--- config.mk ---
export PLATFORM = sky130hd
export DESIGN_NAME = gray_seq_gen_flat
export DESIGN_NICKNAME = d
export VERILOG_FILES = /design/src/rtl/gray_seq_gen_if.sv /design/src/rtl/gray_seq_gen.sv /design/src/flat_wrapper.sv
export SDC_FILE = /design/constraint.sdc
export NUM_CORES = 1
export LEC_CHECK = 0
export CORE_AREA = 2 2 48 50
export DETAILED_ROUTE_END_ITERATION = 7
export DIE_AREA = 0 0 50 52
export PLACE_DENSITY = 0.73
export SYNTH_ARGS = -nofsm -noshare
export SYNTH_HDL_FRONTEND = slang
export SYNTH_SLANG_ARGS = --single-unit
export TNS_END_PERCENT = 1
--- constraint.sdc ---
create_clock -name clk -period 2.7 [get_ports clk]
set_clock_uncertainty 0.05 [all_clocks]
set_input_delay 0.405 -clock clk [delete_from_list [all_inputs] [get_ports clk]]
set_output_delay 0.405 -clock clk [all_outputs]
set_load 0.01 [all_outputs]
--- src/rtl/gray_seq_gen_if.sv ---
// gray_seq_gen_if: run-control and Gray-word valid/ready bundle for gray_seq_gen.
// Revision: 1.0
`default_nettype none

interface gray_seq_gen_if #(
  parameter int WIDTH = 4
);
  logic             start;
  logic             up;
  logic [WIDTH-1:0] load_val;
  logic [WIDTH:0]   num_words;
  logic [WIDTH-1:0] gray_out;
  logic             gray_valid;
  logic             gray_ready;
  logic             busy;
  logic             done;
  logic             wrap;

  // Generator side.
  modport master (
    input  start, up, load_val, num_words, gray_ready,
    output gray_out, gray_valid, busy, done, wrap
  );

  // Controller and consumer side.
  modport slave (
    output start, up, load_val, num_words, gray_ready,
    input  gray_out, gray_valid, busy, done, wrap
  );
endinterface

`default_nettype wire

--- src/rtl/gray_seq_gen.sv ---
// gray_seq_gen: emits a programmable-length up/down run of Gray codes over valid/ready.
// Revision: 1.0
`default_nettype none

module gray_seq_gen #(
  parameter int WIDTH = 4
) (
  input  wire logic        clk,
  input  wire logic        rst_n,
  gray_seq_gen_if.master   bus
);
  typedef enum logic [1:0] {
    S_IDLE = 2'd0,
    S_RUN  = 2'd1,
    S_DONE = 2'd2
  } state_e;

  localparam logic [WIDTH-1:0] CNT_MAX = '1;
  localparam logic [WIDTH:0]   REM_ONE = (WIDTH+1)'(1);

  state_e           state_q, state_d;
  logic [WIDTH-1:0] bin_cnt_q, bin_cnt_d;
  logic [WIDTH-1:0] gray_q, gray_d;
  logic [WIDTH:0]   remaining_q, remaining_d;
  logic             dir_q, dir_d;
  logic             wrap_q, wrap_d;
  logic             xfer;

  assign xfer = (state_q == S_RUN) && bus.gray_ready;

  always_comb begin
    state_d     = state_q;
    bin_cnt_d   = bin_cnt_q;
    remaining_d = remaining_q;
    dir_d       = dir_q;
    wrap_d      = 1'b0;
    case (state_q)
      S_IDLE: begin
        if (bus.start) begin
          bin_cnt_d   = bus.load_val;
          remaining_d = bus.num_words;
          dir_d       = bus.up;
          state_d     = (bus.num_words != '0) ? S_RUN : S_DONE;
        end
      end
      S_RUN: begin
        if (xfer) begin
          remaining_d = remaining_q - REM_ONE;
          bin_cnt_d   = dir_q ? (bin_cnt_q + WIDTH'(1)) : (bin_cnt_q - WIDTH'(1));
          wrap_d      = dir_q ? (bin_cnt_q == CNT_MAX) : (bin_cnt_q == '0);
          if (remaining_q == REM_ONE) begin
            state_d = S_DONE;
          end
        end
      end
      S_DONE: begin
        state_d = S_IDLE;
      end
      default: begin
        state_d = S_IDLE;
      end
    endcase
    // gray_out always tracks the count that will be held after this edge.
    gray_d = bin_cnt_d ^ (bin_cnt_d >> 1);
  end

  always_ff @(posedge clk) begin
    if (!rst_n) begin
      state_q     <= S_IDLE;
      bin_cnt_q   <= '0;
      gray_q      <= '0;
      remaining_q <= '0;
      dir_q       <= 1'b0;
      wrap_q      <= 1'b0;
    end else begin
      state_q     <= state_d;
      bin_cnt_q   <= bin_cnt_d;
      gray_q      <= gray_d;
      remaining_q <= remaining_d;
      dir_q       <= dir_d;
      wrap_q      <= wrap_d;
    end
  end

  assign bus.gray_out   = gray_q;
  assign bus.gray_valid = (state_q == S_RUN);
  assign bus.busy       = (state_q != S_IDLE);
  assign bus.done       = (state_q == S_DONE);
  assign bus.wrap       = wrap_q;
endmodule

`default_nettype wire

--- src/flat_wrapper.sv ---
// flat-port wrapper written by rule: the top's interface ports become plain ports
module gray_seq_gen_flat 
#(
  parameter int WIDTH = 4
)
  (clk, rst_n, bus_start, bus_up, bus_load_val, bus_num_words, bus_gray_ready, bus_gray_out, bus_gray_valid, bus_busy, bus_done, bus_wrap);
  gray_seq_gen_if #(.WIDTH(WIDTH)) bus_i ();
  input  wire logic clk;
  input  wire logic rst_n;
  input wire logic [$bits(bus_i.start)-1:0] bus_start;
  input wire logic [$bits(bus_i.up)-1:0] bus_up;
  input wire logic [$bits(bus_i.load_val)-1:0] bus_load_val;
  input wire logic [$bits(bus_i.num_words)-1:0] bus_num_words;
  input wire logic [$bits(bus_i.gray_ready)-1:0] bus_gray_ready;
  output wire logic [$bits(bus_i.gray_out)-1:0] bus_gray_out;
  output wire logic [$bits(bus_i.gray_valid)-1:0] bus_gray_valid;
  output wire logic [$bits(bus_i.busy)-1:0] bus_busy;
  output wire logic [$bits(bus_i.done)-1:0] bus_done;
  output wire logic [$bits(bus_i.wrap)-1:0] bus_wrap;
  assign bus_i.start = bus_start;
  assign bus_i.up = bus_up;
  assign bus_i.load_val = bus_load_val;
  assign bus_i.num_words = bus_num_words;
  assign bus_i.gray_ready = bus_gray_ready;
  assign bus_gray_out = bus_i.gray_out;
  assign bus_gray_valid = bus_i.gray_valid;
  assign bus_busy = bus_i.busy;
  assign bus_done = bus_i.done;
  assign bus_wrap = bus_i.wrap;
  gray_seq_gen #(.WIDTH(WIDTH)) u_core (.clk(clk), .rst_n(rst_n), .bus(bus_i));
endmodule
### Word-level counts from Yosys, hierarchy flattened

Index checks and enable logic that the tools add are counted.

| storage, ports and cells | value |
|---|---|
| register bits | 17 |
| output and inout bits | 8 |

| cells by class | value |
|---|---|
| $add $sub $neg | 3 |
| equal/unequal tests | 7 |
| multiplexer cells | 13 |
| bitwise operators | 1 |
| reduce and logical (&&, ||, !) cells | 10 |

Operators with widths:

| kind | number |
|---|---|
| 2-to-1 mux 4 bit | 3 |
| 2-to-1 mux 5 bit | 2 |
| case mux 5 bit (2 select lines) | 1 |
| AND reduction 3 bit | 3 |
| 2-to-1 mux 2 bit | 4 |
| case mux 4 bit (2 select lines) | 1 |
| equality test 5 x 1 -> 1 bit, second input constant | 1 |
| nonzero test 5 bit | 1 |
| subtractor 5 x 1 -> 5 bit, second input constant | 1 |
| adder 4 x 1 -> 4 bit, second input constant | 1 |
| equality test 4 bit, second input constant | 1 |
| logical NOT 4 bit | 1 |
| != test 2 x 1 -> 1 bit, second input constant | 2 |
| case mux 2 bit (2 select lines) | 1 |
| nonzero test 2 bit | 2 |
| subtractor 4 x 1 -> 4 bit, second input constant | 1 |
| bitwise XOR 4 x 3 -> 4 bit | 1 |
| equality test 2 x 1 -> 1 bit, second input constant | 1 |
| equality test 2 bit, second input constant | 1 |
| logical NOT 2 bit | 1 |
| != test 2 bit, second input constant | 1 |
| AND reduction 2 bit | 1 |
| logical AND 1 bit | 1 |
| 2-to-1 mux 1 bit | 1 |

### Logic depth before layout (Yosys ltp)

| logic depth | value |
|---|---|
| depth after elaboration | 5 |
| depth in mapped cells | 8 |

### Worst setup path after synthesis

No wires, ideal clock.

| timing path | value |
|---|---|
| kind | register to register |
| from | reg u_core.dir_q |
| to | reg u_core.gray_q[2], in the netlist u_core.bus.gray_out[2] |
| arrival | 1800 ps |
| required time | 2529 ps |
| slack | 730 ps |
| cell stages (with the launch flop) | 9 |
| buffers on the path | 0 |
| clock period less this slack | 1970 ps |
| cell sequence | dfxtp_1 -> inv_1 -> ha_1 -> a21o_1 -> a21oi_1 -> xnor2_1 -> mux2i_1 -> a21oi_1 -> mux2_2 |

| between the ends | value |
|---|---|
| longest elaborated chain between the ends | 4 |

RTL lines:

| element | line | RTL |
|---|---|---|
| start: declaration | gray_seq_gen.sv:25 | `logic dir_q, dir_d;` |
| start signal: assignment | gray_seq_gen.sv:80 | `dir_q <= dir_d;` |
| 2-to-1 mux 4 bit | gray_seq_gen.sv:49 | `bin_cnt_d = dir_q ? (bin_cnt_q + WIDTH'(1)) : (bin_cnt_q - WIDTH'(1));` |
| 2-to-1 mux 4 bit | gray_seq_gen.sv:47 | `if (xfer) begin` |
| case mux 4 bit (2 select lines) | gray_seq_gen.sv:37 | `case (state_q)` |
| bitwise XOR 4 x 3 -> 4 bit | gray_seq_gen.sv:64 | `gray_d = bin_cnt_d ^ (bin_cnt_d >> 1);` |
| end signal: assignment | gray_seq_gen.sv:78 | `gray_q <= gray_d;` |
| end: declaration | gray_seq_gen.sv:23 | `logic [WIDTH-1:0] gray_q, gray_d;` |

No other way between the ends.
A chain may end at the register's enable or synchronous reset.

### Final worst setup path

| timing path | value |
|---|---|
| from | reg u_core.state_q[0] |
| to | out bus_gray_valid |

| between the ends | value |
|---|---|
| longest elaborated chain between the ends | 1 |

RTL lines:

| element | line | RTL |
|---|---|---|
| start: declaration | gray_seq_gen.sv:21 | `state_e state_q, state_d;` |
| start signal: assignment | gray_seq_gen.sv:76 | `state_q <= state_d;` |
| equality test 2 x 1 -> 1 bit | gray_seq_gen.sv:86 | `assign bus.gray_valid = (state_q == S_RUN);` |
| end: declaration | flat_wrapper.sv:16 | `output wire logic [$bits(bus_i.gray_valid)-1:0] bus_gray_valid;` |

No other way between the ends.

==> metrics.md <==
| Metric | Value |
|---|---|
| Area contributors post-synth | `dfxtp_1, nor2_1, a21oi_1` |
| Status | `complete, no violations` |
| Commonest cells after routing, fill and taps aside | `clkdlybuf4s50_1, nor2_1, dfxtp_1, a21oi_1, inv_1` |
| Input/output buffers | `21` |
| CTS tree | `built` |
| Cell Rows | `17` |
| Gpl congestion | `0.789` |
| Mapped Avg Cell Area | `7.77 um2` |
| Slew Limit Headroom | `0.672` |
| Required time of the critical path | `2250 ps` |
| Chip width | `around 50 um` |
| Maximum vdd ir drop | `0.450 mV` |
| WP data arrival | `between 1500 and 2000 ps` |
| CTS root buf | `clkbuf_4` |
| Worst-skew pair later-pin latency | `280 ps` |
| Fraction of layout instances using a drive strength above 1 | `0.0775` |
| HPWL Detailed | `1670 um` |
| Syn Std Cell Area | `932 um2` |
| Final Instance Area | `1200 um2` |
| Post-synthesis register bit count | `16` |
| Kind of critical path | `reg -> out` |
| Clock sinks | `16` |
| Top Family by Delay on Critical Path | `buffers and inverters` |
| Share of the synthesized area in the top cell type | `0.344` |
| Antenna violations before repair | `0` |
| Type of the most critical hold path | `reg -> reg` |
| Register area share after synthesis | `0.344` |
| Initial DRC Count | `9` |
| PostCTS Resize Cnt | `0` |
| Area of the core | `2110 um2` |
| Critical path fanouts, max | `14` |
| Leak Pwr | `0.485 nW` |
| Longest Clk Path Bufs | `2` |
| H-tree depth | `1` |
| YS warnings | `0` |
| Area Overhead vs Synth | `28.7%` |
| DRT Pass-1 Iters | `4` |
| Ys flop type | `dfxtp_1` |
| Post-synth top area cell | `dfxtp_1` |
| I/O pin total | `22` |
| Initial Util | `0.443` |
| Post-synth EDFFs | `0` |
| Vias per std cell | `5.38` |
| Slew Viols, Final | `0` |
| Endpoint type of the worst setup path | `primary output` |
| Final setup fails | `0` |
| Wirelength per Cell | `12.3 um` |
| Ant diodes | `0` |
| Total Wirelength | `2090 um` |
| Met3 Resource Use GR | `0.0287` |
| Nets | `162` |
| DP Area | `1160 um2` |
| Buffers & Inverters on Critical Path | `2` |
| Final Hold Viols | `0` |
| RSZ-0062 raised after global routing | `false` |
| Largest stage delay, worst path | `620 ps` |
| Clock slew seen by the registers of the worst setup and hold paths | `90 ps` |
| Final ANT Viol Nets | `0` |
| Ys async rst share | `0` |
| Grt met1 use | `0.207` |
| Area of the multi-input gates | `557 um2` |
| Final period util | `0.831` |
| Netlist cell types | `38` |
| TritonCTS Buffers | `3` |
| Fill cells | `~200` |
| Fin crit period | `2240 ps` |
| Hold_buf cts | `0` |
| Synth Instances | `120` |
| Drt drc | `0` |
| Vias in the first global route | `852` |
| Layer with the highest usage | `met2` |
| CP Cell Sequence | `nand2b_1, inv_1, clkdlybuf4s50_1` |
| Via count | `914` |
| Largest net degree at the start of global routing | `15` |
| Net Count, Synth | `139` |
| Hold slack | `between 400 and 500 ps` |
| Nature of the critical path startpoint | `register` |
| Worst-Margin Slew | `about 490 ps` |
| Routing usage on met2 | `0.314` |
| Die ar. | `2600 um2` |
| F_max | `between 400 and 500 MHz` |
| Post-CTS Setup Bufs | `0` |
| Commonest non-fill, non-tap cell in the layout | `clkdlybuf4s50_1` |
| Tot GR Track Use | `0.173` |
| Overflow after GRT | `0` |
| Maxcap violations | `0` |
| Die height | `around 52 um` |
| Pwr dens | `567 nW/um2` |
| Slowest cell on the critical path | `dfxtp_1` |
| Register Area | `320 um2` |
| Setup_tns | `0 ps` |
| First-pass GRT wire length | `3480 um` |
flip-flops by register name (all words and copies together) (netlist names):
| name | cells |
|---|---|
| u_core.remaining_q | 5 |
| u_core.bus.gray_out | 4 |
| u_core.bin_cnt_q | 3 |
| u_core.state_q | 2 |
| u_core.bus.wrap | 1 |
| u_core.dir_q | 1 |
report_power, final:
group / switching, mW / internal, mW / total, mW
Sequential: 0.0283 / 0.265 / 0.293
Clock: 0.0725 / 0.0820 / 0.155
Combinational: 0.112 / 0.120 / 0.232
layout make-up:
cell class / instances / area share
clock buffers: 4 / 0.0302
inverters: 9 / 0.0282
multi-input cells: 91 / 0.464
flip-flops and latches: 16 / 0.267
well taps: 28 / 0.0292
repair buffers: 22 / 0.181
worst min-delay path: stages (launching register included):
cell,delay (ps)
dfxtp_1,320
o21ai_0,70
a21oi_1,60
stage by stage:
step	instances	power [mW]	utilization	setup slack (ps)
detailed placement	166	0.531	0.553	252
CTS	170	0.686	0.570	467
floorplan	120	0.445	-	730
global route	170	0.728	0.570	345
finish	170	0.680	0.570	457
global placement	166	0.525	0.553	320
routing by layer:
metal / vias to the layer above / wire (um)
met1: 428 / 957
met5: - / 0
li1: 458 / -
met3: 4 / 90
met2: 24 / 1020
met4: 0 / 27
cell families (layout without fill, tap and decap cells):
logic type	count (synthesis)	count (layout)	share of synthesized area
AO/OA/AOI/OAI	32	32	0.216
XOR/XNOR	4	4	0.0376
adder cells (fa/ha/maj)	5	5	0.0752
buffers and inverters	13	35	0.0591
flip-flops	16	16	0.344
multiplexers	2	2	0.0228
AND/OR/NAND/NOR	48	48	0.246
final timing paths:
check | startpoint | endpoint | slack (ps) | cells past startpoint
worst max-delay path | u_core.state_q[0] | bus_gray_valid | 460 | 3
worst min-delay path | u_core.remaining_q[4] | u_core.remaining_q[4] | 440 | 2
worst max register to register | u_core.dir_q | u_core.bus.gray_out[2] | 540 | 8
worst min register to register | u_core.remaining_q[4] | u_core.remaining_q[4] | 440 | 2
cell usage after synthesis, types with 2 or more instances:
master,count
nor2_1,20
dfxtp_1,16
a21oi_1,12
inv_1,8
nand2_1,6
nor3_1,6
o21ai_0,6
and2_1,4
ha_1,4
nand2b_1,3
nand3_1,3
xnor2_1,3
a21o_1,2
a22oi_1,2
buf_2,2
Note: power is estimated with default switching activity, not from simulation.
